File: config.mk
export PLATFORM = sky130hd
export DESIGN_NAME = fazyrv_alu_seq_flat
export DESIGN_NICKNAME = d
export VERILOG_FILES = /design/src/rtl/fazyrv_alu_pkg.sv /design/src/rtl/fazyrv_alu_seq_if.sv /design/src/rtl/fazyrv_alu_seq.sv /design/src/flat_wrapper.sv
export SDC_FILE = /design/constraint.sdc
export NUM_CORES = 1
export LEC_CHECK = 0
export ABC_CLOCK_PERIOD_IN_PS = 3200
export CORE_ASPECT_RATIO = 0.6
export CORE_MARGIN = 1.5
export CORE_UTILIZATION = 45
export CTS_BUF_LIST = sky130_fd_sc_hd__clkbuf_4 sky130_fd_sc_hd__clkbuf_8 sky130_fd_sc_hd__clkbuf_16
export DETAILED_ROUTE_END_ITERATION = 10
export HOLD_SLACK_MARGIN = 0.12
export PLACE_DENSITY = 0.75
export SYNTH_ARGS = -nofsm -noshare
export SYNTH_HDL_FRONTEND = slang
export SYNTH_SLANG_ARGS = --single-unit
File: constraint.sdc
create_clock -name clk_i -period 3.2 [get_ports clk_i]
set_clock_uncertainty 0.2 [all_clocks]
set_input_delay 0.32 -clock clk_i [delete_from_list [all_inputs] [get_ports clk_i]]
set_output_delay 0.32 -clock clk_i [all_outputs]
set_load 0.02 [all_outputs]
File: src/rtl/fazyrv_alu_pkg.sv
// Shared ALU op codes, control-line bundle and op decoder for the FazyRV ALU and its sequencer.
package fazyrv_alu_pkg;

  typedef enum logic [3:0] {
    ALU_PASS = 4'd0,
    ALU_ADD  = 4'd1,
    ALU_SUB  = 4'd2,
    ALU_LT   = 4'd3,
    ALU_LTU  = 4'd4,
    ALU_EQ   = 4'd5,
    ALU_XOR  = 4'd6,
    ALU_OR   = 4'd7,
    ALU_AND  = 4'd8
  } alu_op_e;

  typedef struct packed {
    logic sel_arith;
    logic en_a;
    logic op_sub;
    logic op_xor;
    logic op_and;
    logic cmp_signd;
    logic cmp_eq;
    logic cmp_keep;
  } alu_ctrl_t;

  typedef enum logic [1:0] {
    ST_IDLE = 2'd0,
    ST_RUN  = 2'd1,
    ST_DONE = 2'd2
  } seq_state_e;

  // Unused codes fall through to PASS so a stray op can never enable compare logic.
  function automatic alu_ctrl_t decode_alu_op(alu_op_e op);
    alu_ctrl_t c;
    c = '0;
    case (op)
      ALU_ADD: begin c.sel_arith = 1'b1; c.en_a = 1'b1; end
      ALU_SUB: begin c.sel_arith = 1'b1; c.en_a = 1'b1; c.op_sub = 1'b1; end
      ALU_LT:  begin c.en_a = 1'b1; c.cmp_signd = 1'b1; end
      ALU_LTU: c.en_a = 1'b1;
      ALU_EQ:  begin c.en_a = 1'b1; c.cmp_eq = 1'b1; end
      ALU_XOR: begin c.en_a = 1'b1; c.op_xor = 1'b1; end
      ALU_OR:  c.en_a = 1'b1;
      ALU_AND: begin c.en_a = 1'b1; c.op_and = 1'b1; end
      default: c.sel_arith = 1'b1;
    endcase
    return c;
  endfunction

endpackage

File: src/rtl/fazyrv_alu_seq_if.sv
// Request/response channel between an issuing core and the chunked ALU sequencer.
interface fazyrv_alu_seq_if;
  import fazyrv_alu_pkg::*;

  logic        req_valid;
  logic        req_ready;
  logic [3:0]  req_op;
  logic [31:0] req_rs_a;
  logic [31:0] req_rs_b;
  logic        rsp_valid;
  logic        rsp_ready;
  logic [31:0] rsp_res;
  logic        rsp_cmp;

  modport master (
    output req_valid, req_op, req_rs_a, req_rs_b, rsp_ready,
    input  req_ready, rsp_valid, rsp_res, rsp_cmp
  );

  modport slave (
    input  req_valid, req_op, req_rs_a, req_rs_b, rsp_ready,
    output req_ready, rsp_valid, rsp_res, rsp_cmp
  );
endinterface

File: src/rtl/fazyrv_alu_seq.sv
// Streams a 32-bit operand pair through the ALU CHUNKSIZE bits per cycle, LSB first, and reassembles the result.
// Latency: lsb chunk one cycle after accept, response after ITERATIONS+1; a held response stalls new requests.
module fazyrv_alu_seq
  import fazyrv_alu_pkg::*;
#(
  parameter int CHUNKSIZE = 8
) (
  input  logic                 clk_i,
  input  logic                 rst_in,
  fazyrv_alu_seq_if.slave      bus,
  output logic                 lsb_o,
  output logic                 msb_o,
  output logic [CHUNKSIZE-1:0] rs_a_o,
  output logic [CHUNKSIZE-1:0] rs_b_o,
  input  logic [CHUNKSIZE-1:0] res_i,
  input  logic                 cmp_i,
  output logic                 sel_arith_o,
  output logic                 en_a_o,
  output logic                 op_sub_o,
  output logic                 op_xor_o,
  output logic                 op_and_o,
  output logic                 cmp_signd_o,
  output logic                 cmp_eq_o,
  output logic                 cmp_keep_o
);

  localparam int ITERATIONS = 32 / CHUNKSIZE;
  localparam int CNT_W      = (ITERATIONS > 1) ? $clog2(ITERATIONS) : 1;
  localparam logic [CNT_W-1:0] CNT_LAST = CNT_W'(ITERATIONS - 1);

  seq_state_e            state_q, state_d;
  logic [3:0]            op_q;
  logic [31:0]           a_q, b_q, res_q, rsp_res_q;
  logic                  rsp_cmp_q;
  logic [CNT_W-1:0]      cnt_q;
  logic [CHUNKSIZE+31:0] res_cat;
  alu_ctrl_t             ctrl;

  // Concatenate-then-shift keeps the CHUNKSIZE=32 case free of an empty slice.
  assign res_cat = {res_i, res_q} >> CHUNKSIZE;

  always_comb begin
    state_d       = state_q;
    bus.req_ready = 1'b0;
    bus.rsp_valid = 1'b0;
    lsb_o         = 1'b0;
    msb_o         = 1'b0;
    ctrl          = '0;
    case (state_q)
      ST_IDLE: begin
        bus.req_ready = 1'b1;
        if (bus.req_valid) state_d = ST_RUN;
      end
      ST_RUN: begin
        lsb_o = (cnt_q == CNT_LAST);
        msb_o = (cnt_q == '0);
        ctrl  = decode_alu_op(alu_op_e'(op_q));
        if (cnt_q == '0) state_d = ST_DONE;
      end
      ST_DONE: begin
        bus.rsp_valid = 1'b1;
        if (bus.rsp_ready) state_d = ST_IDLE;
      end
      default: state_d = ST_IDLE;
    endcase
  end

  always_ff @(posedge clk_i or negedge rst_in) begin
    if (!rst_in) state_q <= ST_IDLE;
    else         state_q <= state_d;
  end

  always_ff @(posedge clk_i or negedge rst_in) begin
    if (!rst_in) begin
      op_q      <= '0;
      a_q       <= '0;
      b_q       <= '0;
      res_q     <= '0;
      cnt_q     <= '0;
      rsp_res_q <= '0;
      rsp_cmp_q <= 1'b0;
    end else begin
      case (state_q)
        ST_IDLE: begin
          if (bus.req_valid) begin
            op_q  <= bus.req_op;
            a_q   <= bus.req_rs_a;
            b_q   <= bus.req_rs_b;
            cnt_q <= CNT_LAST;
          end
        end
        ST_RUN: begin
          a_q   <= a_q >> CHUNKSIZE;
          b_q   <= b_q >> CHUNKSIZE;
          res_q <= res_cat[31:0];
          cnt_q <= cnt_q - CNT_W'(1);
          if (cnt_q == '0) begin
            rsp_res_q <= res_cat[31:0];
            rsp_cmp_q <= cmp_i;
          end
        end
        default: ;
      endcase
    end
  end

  assign rs_a_o       = a_q[CHUNKSIZE-1:0];
  assign rs_b_o       = b_q[CHUNKSIZE-1:0];
  assign bus.rsp_res  = rsp_res_q;
  assign bus.rsp_cmp  = rsp_cmp_q;
  assign sel_arith_o  = ctrl.sel_arith;
  assign en_a_o       = ctrl.en_a;
  assign op_sub_o     = ctrl.op_sub;
  assign op_xor_o     = ctrl.op_xor;
  assign op_and_o     = ctrl.op_and;
  assign cmp_signd_o  = ctrl.cmp_signd;
  assign cmp_eq_o     = ctrl.cmp_eq;
  assign cmp_keep_o   = ctrl.cmp_keep;

endmodule

File: src/flat_wrapper.sv
// flat-port wrapper written by rule: the top's interface ports become plain ports
module fazyrv_alu_seq_flat import fazyrv_alu_pkg::*;
#(
  parameter int CHUNKSIZE = 8
)
  (clk_i, rst_in, lsb_o, msb_o, rs_a_o, rs_b_o, res_i, cmp_i, sel_arith_o, en_a_o, op_sub_o, op_xor_o, op_and_o, cmp_signd_o, cmp_eq_o, cmp_keep_o, bus_req_valid, bus_req_op, bus_req_rs_a, bus_req_rs_b, bus_rsp_ready, bus_req_ready, bus_rsp_valid, bus_rsp_res, bus_rsp_cmp);
  fazyrv_alu_seq_if bus_i ();
  input  logic clk_i;
  input  logic rst_in;
  output logic lsb_o;
  output logic msb_o;
  output logic [CHUNKSIZE-1:0] rs_a_o;
  output logic [CHUNKSIZE-1:0] rs_b_o;
  input  logic [CHUNKSIZE-1:0] res_i;
  input  logic cmp_i;
  output logic sel_arith_o;
  output logic en_a_o;
  output logic op_sub_o;
  output logic op_xor_o;
  output logic op_and_o;
  output logic cmp_signd_o;
  output logic cmp_eq_o;
  output logic cmp_keep_o;
  input wire logic [$bits(bus_i.req_valid)-1:0] bus_req_valid;
  input wire logic [$bits(bus_i.req_op)-1:0] bus_req_op;
  input wire logic [$bits(bus_i.req_rs_a)-1:0] bus_req_rs_a;
  input wire logic [$bits(bus_i.req_rs_b)-1:0] bus_req_rs_b;
  input wire logic [$bits(bus_i.rsp_ready)-1:0] bus_rsp_ready;
  output wire logic [$bits(bus_i.req_ready)-1:0] bus_req_ready;
  output wire logic [$bits(bus_i.rsp_valid)-1:0] bus_rsp_valid;
  output wire logic [$bits(bus_i.rsp_res)-1:0] bus_rsp_res;
  output wire logic [$bits(bus_i.rsp_cmp)-1:0] bus_rsp_cmp;
  assign bus_i.req_valid = bus_req_valid;
  assign bus_i.req_op = bus_req_op;
  assign bus_i.req_rs_a = bus_req_rs_a;
  assign bus_i.req_rs_b = bus_req_rs_b;
  assign bus_i.rsp_ready = bus_rsp_ready;
  assign bus_req_ready = bus_i.req_ready;
  assign bus_rsp_valid = bus_i.rsp_valid;
  assign bus_rsp_res = bus_i.rsp_res;
  assign bus_rsp_cmp = bus_i.rsp_cmp;
  fazyrv_alu_seq #(.CHUNKSIZE(CHUNKSIZE)) u_core (.clk_i(clk_i), .rst_in(rst_in), .bus(bus_i), .lsb_o(lsb_o), .msb_o(msb_o), .rs_a_o(rs_a_o), .rs_b_o(rs_b_o), .res_i(res_i), .cmp_i(cmp_i), .sel_arith_o(sel_arith_o), .en_a_o(en_a_o), .op_sub_o(op_sub_o), .op_xor_o(op_xor_o), .op_and_o(op_and_o), .cmp_signd_o(cmp_signd_o), .cmp_eq_o(cmp_eq_o), .cmp_keep_o(cmp_keep_o));
endmodule
==> results.py, run 1 <==
metrics = {
    "run_status": {
        "status": "finished clean",
    },
    "critical_path": {
        "critPathRequiredTime_ps": 2680,
        "crit_type": "register to output pin",
        "crit_start": "u_core.state_q[0]",
        "arrival_ps": 2470,
        "rrSetupSlack_ps": 1050,
        "rr_endpoint": "u_core.a_q[27]",
        "end_kind": "output pin",
        "critPathMaxStageDelay_ps": 640,
        "crit_path_cell_trace": "nor2b_2 > nand3b_1 > nor3b_1 > clkdlybuf4s50_1",
        "critPathMaxFanout": 15,
        "startpoint_type": "register",
        "r2r-start": "u_core.state_q[0]",
        "crit_slowest_cell": "clkdlybuf4s50_1",
        "ff2ff_path_depth": 2,
    },
    "synth": {
        "async_flop_share_pct": 100,
        "ys_warn_count": 0,
        "postSynthAreaPerCell_um2": 11.1,
        "ys_types": 32,
        "syn-instance-count": 488,
        "syn-cell-area_um2": 5430,
        "synth_top_area_share_pct": 59.5,
        "synth_area_leader_cell": "dfrtp_1",
        "yosys_register_bits": 129,
        "synth_seq_area_share_pct": 59.5,
        "synthTopCellsByArea": "dfrtp_1, o22ai_1, mux2_1, nand2_1, a21oi_1",
        "synthesis.nets": 571,
        "synth-edff-count": 0,
        "synth_flop_cell": "dfrtp_1",
    },
    "final_layout": {
        "finalNonFillerCells": 777,
        "syn2layout_area_growth_pct": 37.6,
        "fin_util_pct": 64.8,
        "fillers": 915,
        "antennaDiodeCount": 0,
        "layout-drive-gt1-share_pct": 11.2,
        "final_nets": 687,
    },
    "sta": {
        "fin_setup_tns_ps": 0,
        "fmax_ghz": 0.335,
        "hold_viol_final": 0,
        "rsz0062_at_grt": "no",
        "layout_min_cycle_time_ps": 2990,
        "relSlewSlack_pct": 13.9,
        "drv_slew": 0,
        "worstMarginPinSlew_ps": 1280,
        "finalSetupViolations": 0,
        "period_share_pct": 93.3,
    },
    "floorplanning": {
        "ios": 142,
        "die_h_um": 88.1,
        "placementRows": 30,
        "die_w_um": 145,
        "dieArea_um2": 12800,
        "start_util_pct": 47.1,
        "core_um2": 11500,
    },
    "min_path": {
        "min_to": "u_core.a_q[24]",
        "min_path_type": "input port to register",
        "min_from": "bus_req_valid",
        "hold-path-cell-count": 4,
    },
    "grt": {
        "antenna_found_initial": 0,
        "track_usage_pct": 22.7,
        "grt_max_degree": 123,
        "grt_pass1_wl_mm": 21.7,
        "grt_pass1_vias": 4234,
        "grt_overflow": 0,
    },
    "clock_tree": {
        "cts_tree": "done",
        "post_cts_buffers": 0,
        "cts-root-buf": "clkbuf_16",
        "clk_latency_ps": 410,
        "cts_buffers": 17,
        "cts.reportedPaths.clkPinSlew_ps": 60,
        "clock_path_buffers": 2,
        "clock_sinks": 129,
        "htree_levels": 4,
    },
    "drt": {
        "postRouteAntennaNets": 0,
        "firstDrtPassIters": 4,
        "via_per_inst": 5.50,
        "drtIter0Drc": 262,
        "avgRoutedWirePerCell_um": 17.9,
        "drc": 0,
        "routed_wl_mm": 13.9,
        "vias": 4274,
    },
    "pwr": {
        "powerDensity_nw_per_um2": 1120,
        "totalPowerFinal_mw": 8.39,
        "leakage_nw": 3.22,
        "vdd_drop_max_mv": 0.577,
    },
    "placed_design": {
        "dpl.cell_count": 744,
        "portBuffers": 140,
        "dp_hpwl_mm": 9.28,
        "place.gp.congestion": 0.820,
    },
    "job": {
        "cap_violations": 0,
    },
}
## state kept, by name (all words and copies together), names as in the netlist
register / cells
u_core.bus.rsp_cmp: 1
u_core.a_q: 32
u_core.res_q: 24
u_core.op_q: 4
u_core.cnt_q: 2
u_core.state_q: 2
u_core.b_q: 32
u_core.bus.rsp_res: 32
## worst max path at each step
stage,end,cells after the start
6_report,op_xor_o,4
5_1_grt,op_xor_o,4
4_1_cts,op_xor_o,4
3_5_place_dp,op_xor_o,4
3_3_place_gp,op_xor_o,4
2_1_floorplan,cmp_eq_o,5
## area by class of cell
type,count,area [um2],area share [%]
flip-flops and latches,129,3230,43.2
multi-input cells,300,1900,25.5
repair buffers,151,1480,19.8
clock buffers,18,433,5.80
clock inverters,14,204,2.73
well taps,160,200,2.68
inverters,5,18.8,0.251
## cells in the final DEF, fill, tap and decap left out, drive strengths merged
cell and n:
a21oi 41, mux2 37, clkbuf 18, nand3b 11
o31ai 1, or2 1, ha 2, clkinv 2
nor2b 2, nor2 9, nand2b 4, bufinv 4
o22ai 71, a22oi 1, nor3 3, nor3b 2
dfrtp 129, inv 10, nor4 1, o221a 10
o21ba 1, o21ai 9, clkdlybuf4s50 138, and2 1
dlygate4sd3 1, conb 1, buf 12, clkinvlp 3
nand2 78, and3 1, a22o 13
## per-stage QoR
step                      hold WS, ps  cell area (um2)  worst slack, ps
final                             184             7470              214
after global routing              183             7470             19.4
after CTS                         167             7470              160
after detailed placement          255             6820              616
after global placement            252             6820              717
after floorplan                  -176             5430             1030
## metal layers
| layer | vias to the layer above | part of all wire [%] | track usage (%) |
|---|---|---|---|
| met5 | - | 0 | 0 |
| met2 | 157 | 44 | 33.1 |
| met4 | 0 | 0.79 | 8.72 |
| li1 | 1995 | - | - |
| met3 | 9 | 6.6 | 5.80 |
| met1 | 2113 | 49 | 32.8 |
## power breakdown
group	internal, mW	total, mW	switching (mW)	leakage (nW)
combinational	1.53	3.31	1.78	1.36
sequential	2.42	3.00	0.581	1.56
clock	1.33	2.08	0.750	0.302
## synth_stat cells (all sizes together), types with 2 or more instances
cell and number:
dfrtp 129, nand2 78, o22ai 71, a21oi 41, mux2 37, buf 34
clkbuf 20, a22o 13, nand3b 11, o221a 10, nor2 9, o21ai 9
inv 5, nand2b 4, nor3 3, ha 2, nor2b 2, nor3b 2
## repair_timing
action | in CTS | in global routing
hold buffers | 1 | 0
gates resized for setup | 0 | 0
endpoints found under the hold margin | 121 | 0
## cell families (layout without fill, tap and decap cells)
group	after synthesis	after routing	share of synthesized area, %
compound gates	147	147	17.4
fa+ha+maj	2	2	0.461
buf+inv	59	188	5.56
flops	129	129	59.5
mux	37	37	7.68
other cells	1	1	0.0691
simple gates	113	113	9.34
## worst max-delay path: cells and delay by family, from the launching register on
| family | cells | cell delay (ps) |
|---|---|---|
| and+or+nand+nor | 3 | 820 |
| buffers and inverters | 1 | 640 |
| DFF | 1 | 610 |
(Power assumes the default switching activity.)
==> inputs of run 2 (changes only) <==
Settings changed: SETUP_SLACK_MARGIN set to 0.5.
==> run 2 against run 1 <==
  * Count of clock-buffer cells in the layout unchanged
  * Flip-flop and latch count unchanged
  * Die area unchanged
  * Combinational power increased by 2%
  * Design area increased by 0.44%
  * Non-clock buffer count increased by 3
  * Critical endpoint is now en_a_o
  * Largest cell class unchanged
  * Highest routed layer unchanged
==> results.py, run 2 (synthesized netlist as in run 1, its figures left out) <==
metrics = {
    "run_status": {
        "status": "finished clean",
    },
    "final_layout": {
        "syn2layout_area_growth_pct": 38.2,
        "antennaDiodeCount": 0,
        "layout.cells.most_common": "clkdlybuf4s50_1",
        "final_area_um2": 7500,
        "layout-drive-gt1-share_pct": 11.9,
        "final_nets": 690,
        "fillers": 911,
        "final_cell_mix": "clkdlybuf4s50_1, dfrtp_1, nand2_1",
        "finalNonFillerCells": 780,
    },
    "sta": {
        "rsz0062_at_grt": "no",
        "holdWs_ps": 185,
        "relSlewSlack_pct": 11.1,
        "layout_min_cycle_time_ps": 2570,
        "finalSetupViolations": 0,
        "hold_viol_final": 0,
        "fin_setup_tns_ps": 0,
        "period_share_pct": 80.3,
        "worstMarginPinSlew_ps": 1320,
        "fmax_ghz": 0.389,
        "drv_slew": 0,
    },
    "pwr": {
        "p_int_mw": 5.30,
        "p_switching_mw": 3.11,
        "p_clk_share_pct": 24.6,
        "leakage_nw": 3.28,
        "powerDensity_nw_per_um2": 1120,
        "vdd_drop_max_mv": 0.595,
        "pwr-share-seq_pct": 35.4,
        "switching_share_pct": 37.0,
        "comb_power_share_pct": 39.9,
    },
    "critical_path": {
        "crit_type": "register to output pin",
        "end_kind": "output pin",
        "critical_path.n_buffers_inverters": 1,
        "critPathRequiredTime_ps": 2680,
        "crit_slowest_cell": "clkdlybuf4s50_1",
        "critPathMaxStageDelay_ps": 590,
        "crit_path_cell_trace": "nor3_1 > and3_1 > or2_2 > clkdlybuf4s50_1",
        "startpoint_type": "register",
        "critPathMaxFanout": 7,
        "cp_top_family": "simple AND/OR/NAND/NOR gates",
        "arrival_ps": 2050,
    },
    "clock_tree": {
        "clock_path_buffers": 2,
        "cts_tree": "done",
        "cts.reportedPaths.clkPinSlew_ps": 60,
        "cts-root-buf": "clkbuf_16",
        "htree_levels": 4,
        "clk_latency_ps": 410,
        "cts_buffers": 17,
        "clock_sinks": 129,
    },
    "drt": {
        "postRouteAntennaNets": 0,
        "via_per_inst": 5.50,
        "drtIter0Drc": 271,
        "drc": 0,
        "firstDrtPassIters": 4,
        "vias": 4289,
        "routed_wl_mm": 13.9,
        "avgRoutedWirePerCell_um": 17.8,
    },
    "grt": {
        "track_usage_pct": 22.8,
        "grt_overflow": 0,
        "grt_pass1_wl_mm": 21.7,
        "antenna_found_initial": 0,
        "grt_pass1_vias": 4250,
        "grt_max_degree": 123,
    },
    "floorplanning": {
        "ios": 142,
        "die_w_um": 145,
        "start_util_pct": 47.1,
        "core_um2": 11500,
        "dieArea_um2": 12800,
        "placementRows": 30,
        "die_h_um": 88.1,
    },
    "placed_design": {
        "placed_area_um2": 6820,
        "portBuffers": 140,
        "dp_hpwl_mm": 9.28,
        "dpl.cell_count": 744,
        "place.gp.congestion": 0.820,
    },
    "job": {
        "cap_violations": 0,
    },
    "min_path": {
        "min_path_type": "input port to register",
    },
}
==> run 2: layout make-up <==
type / count / area, um2 / area share [%]
sequential: 129 / 3230 / 43.1
multi-input combinational: 300 / 1910 / 25.4
timing repair buffer: 154 / 1510 / 20.1
clock buffer: 18 / 433 / 5.77
clock inverter: 14 / 204 / 2.72
tap: 160 / 200 / 2.67
inverter: 5 / 18.8 / 0.250
==> run 2: worst reg2reg max path: cells and delay by family (launching register included) <==
kind,cells,cell delay [ps]
buffers and inverters,1,160
AOI/OAI and AO/OA,2,1320
DFF,1,420
==> run 2: worst paths after layout <==
kind / from / endpoint / slack, ps / cells after the start
min in group asynchronous: rst_in / u_core.bus.rsp_res[27] / 390 / 2
worst max-delay path: u_core.op_q[0] / en_a_o / 630 / 4
worst min register to register: u_core.res_q[13] / u_core.res_q[13] / 260 / 2
max in group asynchronous: rst_in / u_core.state_q[0] / 1560 / 2
worst max register to register: u_core.state_q[0] / u_core.a_q[27] / 1040 / 3
worst min-delay path: bus_req_valid / u_core.a_q[24] / 180 / 4
==> run 2: repair_timing <==
action / in CTS / in global routing
setup buffers: 3 / 0
endpoints found under the hold margin: 121 / 0
gates resized for setup: 4 / 3
hold buffers: 1 / 0
endpoints found under the setup margin: 9 / 4
==> run 2: power by group through the flow <==
stage | combinational [mW] | clock, mW | sequential [mW]
floorplan | 2.04 | 0 | 3.06
global placement | 3.22 | 0 | 2.96
detailed placement | 3.33 | 0 | 3.01
CTS | 3.39 | 2.11 | 2.98
global route | 3.67 | 2.17 | 3.08
finish | 3.36 | 2.07 | 2.98
==> run 2: stage by stage <==
stage                     util (%)  worst slack [ps]  total power, mW
after floorplan                  -              1030             5.10
after global placement        59.2               717             6.19
after detailed placement      59.2               616             6.34
after CTS                     65.0               517             8.48
after global routing          65.1               504             8.92
final                         65.1               630             8.42
==> run 2: metal layers <==
metal / share of wire, % / GRT usage, % / vias to the layer above
met5: 0 / 0 / -
met4: 0.56 / 8.72 / 0
met3: 7.9 / 5.80 / 8
met2: 44 / 33.2 / 175
met1: 48 / 32.8 / 2106
li1: - / - / 2000
